<file path="src/rtl/icache_fill_arbiter.sv">
// Arbitrates I-cache demand miss fills and next-line prefetches onto one 256-bit memory read port.
// A demand that hits the in-flight prefetch line is merged into that transaction.
module icache_fill_arbiter (
  input  logic         clk,
  input  logic         rst,
  input  logic [31:0]  dmd_addr,
  input  logic         dmd_read,
  output logic [255:0] dmd_rdata,
  output logic         dmd_resp,
  input  logic [31:0]  pf_req_addr,
  input  logic         pf_kill,
  output logic [31:0]  pf_addr,
  output logic [255:0] pf_rdata,
  output logic         pf_resp,
  output logic [31:0]  mem_addr,
  output logic         mem_read,
  input  logic [255:0] mem_rdata,
  input  logic         mem_resp
);

  typedef enum logic [1:0] {IDLE, DEMAND, PREFETCH} state_t;

  state_t      state;
  logic [26:0] cur_line;
  logic [26:0] pend_line;
  logic [26:0] last_line;
  logic        pend_valid;
  logic        last_valid;
  logic        merge;
  logic        drop;

  logic [26:0] dmd_line;
  logic [26:0] pf_line;
  logic        dmd_match;
  logic        pf_new;

  assign dmd_line  = dmd_addr[31:5];
  assign pf_line   = pf_req_addr[31:5];
  assign dmd_match = dmd_read && (dmd_line == cur_line);
  // A prefetch is only worth queuing if it is neither the demand line nor the line just delivered.
  assign pf_new    = (pf_line != dmd_line) && !(last_valid && (pf_line == last_line)) && !pf_kill;

  always_comb begin
    mem_read  = (state != IDLE);
    mem_addr  = mem_read ? {cur_line, 5'b0} : 32'b0;
    dmd_resp  = mem_resp && ((state == DEMAND) || ((state == PREFETCH) && (merge || dmd_match)));
    pf_resp   = mem_resp && (state == PREFETCH) && !drop;
    dmd_rdata = dmd_resp ? mem_rdata : 256'b0;
    pf_rdata  = pf_resp ? mem_rdata : 256'b0;
    pf_addr   = pf_resp ? {cur_line, 5'b0} : 32'b0;
  end

  always_ff @(posedge clk) begin
    if (rst) begin
      state      <= IDLE;
      pend_valid <= 1'b0;
      last_valid <= 1'b0;
      merge      <= 1'b0;
      drop       <= 1'b0;
    end else begin
      case (state)
        IDLE: begin
          if (dmd_read) begin
            cur_line   <= dmd_line;
            pend_line  <= pf_line;
            pend_valid <= pf_new;
            state      <= DEMAND;
          end else if (pend_valid && !pf_kill) begin
            cur_line   <= pend_line;
            pend_valid <= 1'b0;
            drop       <= 1'b0;
            state      <= PREFETCH;
          end else if (pf_kill) begin
            pend_valid <= 1'b0;
          end
        end
        DEMAND: begin
          if (pf_kill) pend_valid <= 1'b0;
          if (mem_resp) state <= IDLE;
        end
        PREFETCH: begin
          if (pf_kill) begin
            pend_valid <= 1'b0;
            drop       <= 1'b1;
          end
          if (dmd_match) merge <= 1'b1;
          // The memory transaction always runs to completion; a kill only suppresses delivery.
          if (mem_resp) begin
            state <= IDLE;
            merge <= 1'b0;
            drop  <= 1'b0;
            if (!drop) begin
              last_line  <= cur_line;
              last_valid <= 1'b1;
            end
          end
        end
        default: state <= IDLE;
      endcase
      if (pf_kill) last_valid <= 1'b0;
    end
  end

endmodule

</file>
<file path="config.mk">
export PLATFORM = sky130hd
export DESIGN_NAME = icache_fill_arbiter
export DESIGN_NICKNAME = d
export VERILOG_FILES = /design/src/rtl/icache_fill_arbiter.sv
export SDC_FILE = /design/constraint.sdc
export NUM_CORES = 1
export LEC_CHECK = 0
export CAP_MARGIN = 40
export CORE_AREA = 2 2 352 354
export DETAILED_ROUTE_END_ITERATION = 7
export DIE_AREA = 0 0 354 356
export PLACE_DENSITY = 0.32
export SLEW_MARGIN = 20
export SYNTH_ARGS = -nofsm -noshare
export SYNTH_HDL_FRONTEND = slang
export SYNTH_SLANG_ARGS = --single-unit
</file>
<file path="constraint.sdc">
create_clock -name clk -period 4.4 [get_ports clk]
set_input_delay 0.44 -clock clk [delete_from_list [all_inputs] [get_ports clk]]
set_output_delay 0.44 -clock clk [all_outputs]
set_load 0.005 [all_outputs]
</file>
==> results of run 1 <==
[worst paths after layout]
| kind | slack, ps | endpoint | depth (start not counted) |
|---|---|---|---|
| hold reg to reg | 500 | last_valid$_SDFFE_PP0P_ | 2 |
| hold / removal | 500 | last_valid$_SDFFE_PP0P_ | 2 |
| setup reg to reg | 2510 | pend_valid$_SDFFE_PP0P_ | 5 |
| setup / recovery | 570 | dmd_rdata[206] | 10 |
[layout by cell type (no fill, tap or decap), drive strengths merged, types with 4 or more instances in the layout]
master / synthesis / final
and2: 283 / 283
buf: 38 / 53
clkbuf: 67 / 10
clkdlybuf4s50: 0 / 868
conb: 1 / 10
dfxtp: 6 / 6
diode: 0 / 13
edfxtp: 81 / 81
ha: 4 / 4
inv: 4 / 5
mux2: 27 / 27
nand2: 260 / 260
nand4: 15 / 15
nor2: 260 / 260
nor2b: 28 / 28
nor3: 5 / 5
nor4: 9 / 9
o21ai: 6 / 6
xnor2: 54 / 54
xor2: 27 / 27
[critical path: stages]
cell and delay [ps]:
sky130_fd_sc_hd__clkdlybuf4s50_1 550, sky130_fd_sc_hd__xnor2_1 140, sky130_fd_sc_hd__buf_4 140, sky130_fd_sc_hd__nand4_1 190, sky130_fd_sc_hd__nor4_2 310, sky130_fd_sc_hd__buf_4 180, sky130_fd_sc_hd__a221oi_4 100, sky130_fd_sc_hd__buf_12 180
sky130_fd_sc_hd__nor2_1 480, sky130_fd_sc_hd__clkdlybuf4s50_1 640
[layout make-up]
class	instances	area share [%]
antenna	13	0.1660
clock buffer	10	1.169
clock inverter	6	0.4278
inverter	4	0.07662
multi-input combinational	1005	27.42
sequential	87	13.03
tap	1637	10.45
timing repair buffer	921	47.26
[through the flow]
step | instance area [sq um] | power, mW
after CTS | 19560 | 2.781
final | 19600 | 2.735
after global placement | 19230 | 1.934
after global routing | 19570 | 2.868
after floorplan | 8534 | 1.284
after detailed placement | 19240 | 1.930
[per-layer routing]
metal / vias up / routed length (um) / GRT usage (%)
li1: 5361 / - / -
met1: 5131 / 36960 / 16.18
met2: 582 / 39170 / 21.03
met3: 47 / 9714 / 6.151
met4: 8 / 1361 / 1.907
met5: - / 49 / 0
[flip-flops by register name, summed over array words and instances (netlist names)]
name        flops
drop            1
last_line      27
pend_line      27
state           2
pend_valid      1
cur_line       27
merge           1
last_valid      1
[logic make-up (layout without fill, tap and decap cells)]
| family | Yosys count | in the layout | synth area share (%) |
|---|---|---|---|
| buffers and inverters | 109 | 941 | 7.654 |
| xor gates and xnor gates | 81 | 81 | 8.346 |
| adders and majority gates | 4 | 4 | 0.5888 |
| and+or+nand+nor | 867 | 867 | 48.54 |
| other | 1 | 23 | 0.04411 |
| DFF | 87 | 87 | 30.03 |
| AOI/OAI and AO/OA | 16 | 16 | 1.222 |
| muxes | 27 | 27 | 3.577 |
[power groups by stage]
stage | clock [mW] | sequential [mW] | combinational (mW)
3_5_place_dp | 0 | 0.988 | 0.943
4_1_cts | 0.862 | 0.969 | 0.949
6_report | 0.839 | 0.967 | 0.929
3_3_place_gp | 0 | 0.987 | 0.948
5_1_grt | 0.891 | 0.972 | 1.01
2_1_floorplan | 0 | 0.973 | 0.311
==> summary.md, run 1 <==
| Metric | Value |
|---|---|
| Result of the run | `finished clean` |
| Slew at the pin closest to its max-slew limit | `585.3 ps` |
| Combinational power share | `34.0%` |
| Startpoint of the most critical setup path | `dmd_addr[26]` |
| Clock-pin slew on the worst setup and hold paths | `70 ps` |
| Max frequency | `0.2611 GHz` |
| Min setup slack post-route | `570.1 ps` |
| Clock power frac | `a little under a third` |
| Highest fanout seen on the critical path | `19` |
| Final critical delay including setup and external delays | `3830 ps` |
| Height of the die | `around 360 um` |
| Endpoints failing setup | `0` |
| Final routed wirelength across all metal layers | `about 87000 um` |
| Cell at the root of the clock tree | `sky130_fd_sc_hd__clkbuf_16` |
| Setup_tns | `0 ps` |
| Total of flip-flops plus latches after synthesis | `a little under 90` |
| Top cell type's share of synthesized area | `28.61%` |
| Hold violation count in the final report | `0` |
| Sw Pwr | `827.3 uW` |
| Switching share of total power | `30.26%` |
| H-tree levels | `3` |
| Number of placed instances with taps included | `3653` |
| Resized Gates After CTS | `0` |
| Pwr Density | `139.6 nW/um^2` |
| Distinct cell type count after synthesis | `31` |
| Most used flip-flop cell after synthesis | `sky130_fd_sc_hd__edfxtp_1` |
| Num Clock Sinks | `87` |
| Data arrival time at the worst-slack endpoint | `3390 ps` |
| Worst hold margin | `502.4 ps` |
| Post-detailed-route via-to-cell ratio | `roughly 3.0` |
| Worst-Skew Late Latency | `350 ps` |
| Horizontal die dimension | `354 um` |
| Total clock buffers created by CTS | `9` |
| Area overhead of the layout relative to synthesis | `130.5%` |
| Final slew viol count | `0` |
| Mapped Avg Cell Area | `7.131 sq um` |
| Cell row count | `~130` |
| DR iter-0 viols | `569` |
| I/O pin cnt | `904` |
| Power share of the sequential group | `between 30% and 40%` |
| Worst slew margin relative to its limit | `between 60% and 70%` |
| Max-cap violations | `0` |
| 1st-pass router iterations | `5` |
| Overall die area | `between 100000 and 150000 sq um` |
| Antenna viol nets, final | `0` |
| Number of hold buffers added after CTS | `0` |
| Routed via count | `11129` |
| Global-route wire length before repair | `111200 um` |
| Multi-input gate area in the final layout | `5373 sq um` |
| Effective utilization at floorplan | `slightly below 7%` |
| Total DRC errors in the routed layout | `0` |
| Number of instances in the synthesized netlist | `1192` |
| Worst IR Drop VDD | `176.4 uV` |
| Clock Skews | `roughly 7.1 ps` |
| Routability Congestion | `0.7711` |
| Top cell type by total area after synthesis | `sky130_fd_sc_hd__edfxtp_1` |
| Share of the clock period used by the worst path | `87.04%` |
| Deepest clock path buffer count | `2` |
| Fraction of final layout cells with drive strength greater than 1 | `4.968%` |
| Final core utilization | `15.97%` |
| Hold path start | `last_valid$_SDFFE_PP0P_` |
| Filler Cell Count | `between 10000 and 15000` |
| Share of flip-flops with an asynchronous set or reset | `0%` |
| Post-DR wirelength/cell | `23.69 um` |
| Most used standard cells in the synthesized netlist | `283 x sky130_fd_sc_hd__and2_1, 260 x sky130_fd_sc_hd__nand2_1, 260 x sky130_fd_sc_hd__nor2_1, 81 x sky130_fd_sc_hd__edfxtp_1, 67 x sky130_fd_sc_hd__clkbuf_1` |
| Residual overflow from global routing | `0` |
| Data required time of the critical path | `3960 ps` |
| Largest net degree at the start of global routing | `115` |
| Post-layout nets | `2357` |
| Post-CTS setup buffer count | `0` |
| Number of standard cells in the final layout excluding fillers | `3683` |
| Initial antenna violation count | `22` |
| RSZ-0062 raised after global routing | `no` |
| Setup slack at placement | `around 550 ps` |
| Number of warnings printed during yosys synthesis | `0` |
| Port Buffers | `883` |
| Area contributors post-synth | `sky130_fd_sc_hd__edfxtp_1 29%, sky130_fd_sc_hd__and2_1 21%, sky130_fd_sc_hd__nand2_1 11%, sky130_fd_sc_hd__nor2_1 11%, sky130_fd_sc_hd__xnor2_1 5.6%` |
| Detailed Place HPWL | `75270 um` |
| Leak pwr | `6.121 nW` |
| Most frequent cell after synthesis | `sky130_fd_sc_hd__and2_1` |
| Core Area | `around 120000 sq um` |
| Critical path type | `in -> out` |
| Area occupied by registers | `2552 sq um` |
| Seq/Total Area, Yosys | `between 30% and 40%` |
| Worst setup EP type | `output pin` |
| Vias in the first global route | `about 11000` |
| Hold crit path type | `reg -> reg` |
| Critical register-to-register path startpoint | `last_line[14]$_DFFE_PP_` |
| Pint | `1.907 mW` |
| Aggregate global-route resource usage | `13.09%` |
| TritonCTS clock tree | `done` |
| Total standard cell area after synthesis | `about 8500 sq um` |
| Number of enable flip-flop cells after synthesis | `between 80 and 90` |
| Launching element type of the critical path | `primary input` |
Note: power is estimated with default switching activity, not from simulation.
==> run 2: changes to the inputs <==
==> constraint.sdc (replaced) <==
create_clock -name clk -period 3.95 [get_ports clk]
set_input_delay 0.395 -clock clk [delete_from_list [all_inputs] [get_ports clk]]
set_output_delay 0.395 -clock clk [all_outputs]
set_load 0.005 [all_outputs]
==> summary.md, run 2 (synthesis gave the netlist of run 1 again) <==
| Metric | Value |
|---|---|
| Result of the run | `finished clean` |
| Aggregate global-route resource usage | `12.98%` |
| Cell occurring most often along the worst timing path | `sky130_fd_sc_hd__buf_4` |
| Ordered cell list for the critical path | `clkdlybuf4s50_1, xnor2_1, buf_4, nand4_1, buf_4, nor4_2, buf_4, a221oi_4, buf_12, buf_12, nor2_1, clkdlybuf4s50_1` |
| RSZ-0062 raised after global routing | `no` |
| Port Buffers | `883` |
| Core Area | `122700 sq um` |
| Overall die area | `126000 sq um` |
| H-tree levels | `3` |
| Critical path type | `in -> out` |
| Cell row count | `approximately 130` |
| Top library cells by usage in the layout, fill and taps aside | `832 x sky130_fd_sc_hd__clkdlybuf4s50_1, 283 x sky130_fd_sc_hd__and2_1, 259 x sky130_fd_sc_hd__nand2_1, 259 x sky130_fd_sc_hd__nor2_1, 81 x sky130_fd_sc_hd__edfxtp_1` |
| Max frequency | `0.2757 GHz` |
| Total clock buffers created by CTS | `9` |
| Endpoints failing setup | `0` |
| 1st-pass router iterations | `5` |
| Deepest clock path buffer count | `2` |
| Global-route wire length before repair | `110800 um` |
| Pwr Density | `144.8 nW/um^2` |
| Leak pwr | `6.415 nW` |
| Top Registers | `cur_line x27, last_line x27, pend_line x27` |
| Height of the die | `356 um` |
| I/O pin cnt | `between 900 and 1000` |
| Initial antenna violation count | `18` |
| Most frequent standard cell in the layout excluding fill and tap cells | `sky130_fd_sc_hd__clkdlybuf4s50_1` |
| Hold violation count in the final report | `0` |
| Detailed Place HPWL | `75800 um` |
| Setup_tns | `0 ps` |
| Cell type of the slowest stage on the worst timing path | `sky130_fd_sc_hd__clkdlybuf4s50_1` |
| DR iter-0 viols | `598` |
| Cell at the root of the clock tree | `sky130_fd_sc_hd__clkbuf_16` |
| Fraction of final layout cells with drive strength greater than 1 | `7.790%` |
| Clock Skews | `between 4 and 5 ps` |
| Worst-Skew Late Latency | `340 ps` |
| Post-detailed-route via-to-cell ratio | `~3.0` |
| Worst slew margin relative to its limit | `62.88%` |
| Horizontal die dimension | `around 350 um` |
| Data arrival time at the worst-slack endpoint | `between 3000 and 4000 ps` |
| Min setup slack post-route | `322.5 ps` |
| Final routed wirelength across all metal layers | `roughly 87000 um` |
| TritonCTS clock tree | `done` |
| Number of hold buffers added after CTS | `0` |
| Max-cap violations | `0` |
| Worst setup EP type | `output pin` |
| Hold crit path type | `reg -> reg` |
| Post-CTS setup buffer count | `0` |
| Vias in the first global route | `11268` |
| Post-DR wirelength/cell | `23.47 um` |
| Resized Gates After CTS | `0` |
| Slew at the pin closest to its max-slew limit | `556.9 ps` |
| Overall power of the completed layout | `about 2.9 mW` |
| Effective utilization at floorplan | `6.930%` |
| Largest net degree at the start of global routing | `about 90` |
| Routed via count | `11193` |
| Crit path largest cell delay | `550 ps` |
| Worst IR Drop VDD | `202.7 uV` |
| Final critical delay including setup and external delays | `approximately 3600 ps` |
| Setup slack at placement | `between 200 and 300 ps` |
| Highest fanout seen on the critical path | `40` |
| Post-layout nets | `2378` |
| Area overhead of the layout relative to synthesis | `137.1%` |
| Data required time of the critical path | `3560 ps` |
| Clock-pin slew on the worst setup and hold paths | `60 ps` |
| Antenna viol nets, final | `0` |
| Launching element type of the critical path | `primary input` |
| Total DRC errors in the routed layout | `0` |
| Residual overflow from global routing | `0` |
| Share of the clock period used by the worst path | `roughly nine tenths` |
| Routability Congestion | `a little under 0.8` |
| Num Clock Sinks | `between 80 and 90` |
| Final slew viol count | `0` |
| Setup slack, reg-to-reg | `2090 ps` |
## run 2: metal layers
layer	part of all wire, %	vias to the layer above	wire length [um]	track usage, %
met1	43	5227	37120	16.29
met2	47	527	40710	21.87
met4	0.33	6	285	0.4661
met3	10	33	8656	5.234
met5	0.045	-	39	0
li1	-	5400	-	-
## run 2: metrics by stage
step	hold slack (ps)	instances	util [%]	instance area [sq um]
after floorplan	468.7	1201	-	8534
after global placement	494.3	3675	16.20	19870
after detailed placement	503.4	3675	16.20	19870
after CTS	515.1	3691	16.41	20130
after global routing	557.3	3691	16.41	20130
final	511.3	3699	16.43	20150
## run 2: worst paths after layout
| check | cells after the start | end | start |
|---|---|---|---|
| worst min-delay path | 2 | last_valid$_SDFFE_PP0P_ | last_valid$_SDFFE_PP0P_ |
| worst max-delay path | 12 | dmd_rdata[98] | dmd_addr[26] |
| worst min register to register | 2 | last_valid$_SDFFE_PP0P_ | last_valid$_SDFFE_PP0P_ |
| worst max register to register | 8 | last_valid$_SDFFE_PP0P_ | state[0]$_SDFFE_PP0P_ |
## run 2: power breakdown
group          internal [mW]  switching (mW)  leakage (nW)
clock network          0.421           0.368         0.132
logic                  0.540           0.512          5.49
registers               1.05          0.0297         0.794
total                   2.01           0.909          6.42
## run 2: critical path: cells and delay by family
kind | cells | cell delay (ps)
AND/OR/NAND/NOR | 3 | 520
XOR/XNOR | 1 | 140
AO/OA/AOI/OAI | 1 | 90
buffers and inverters | 7 | 1990
## run 2: final cells by class
cell class / instances / area (sq um)
clock buffers: 9 / 225.2
fillers: 13984 / 102500
inverters: 4 / 15.01
flip-flops and latches: 87 / 2552
repair buffers: 942 / 9879
diodes: 8 / 20.02
clock inverters: 7 / 40.04
well taps: 1637 / 2048
multi-input cells: 1005 / 5373
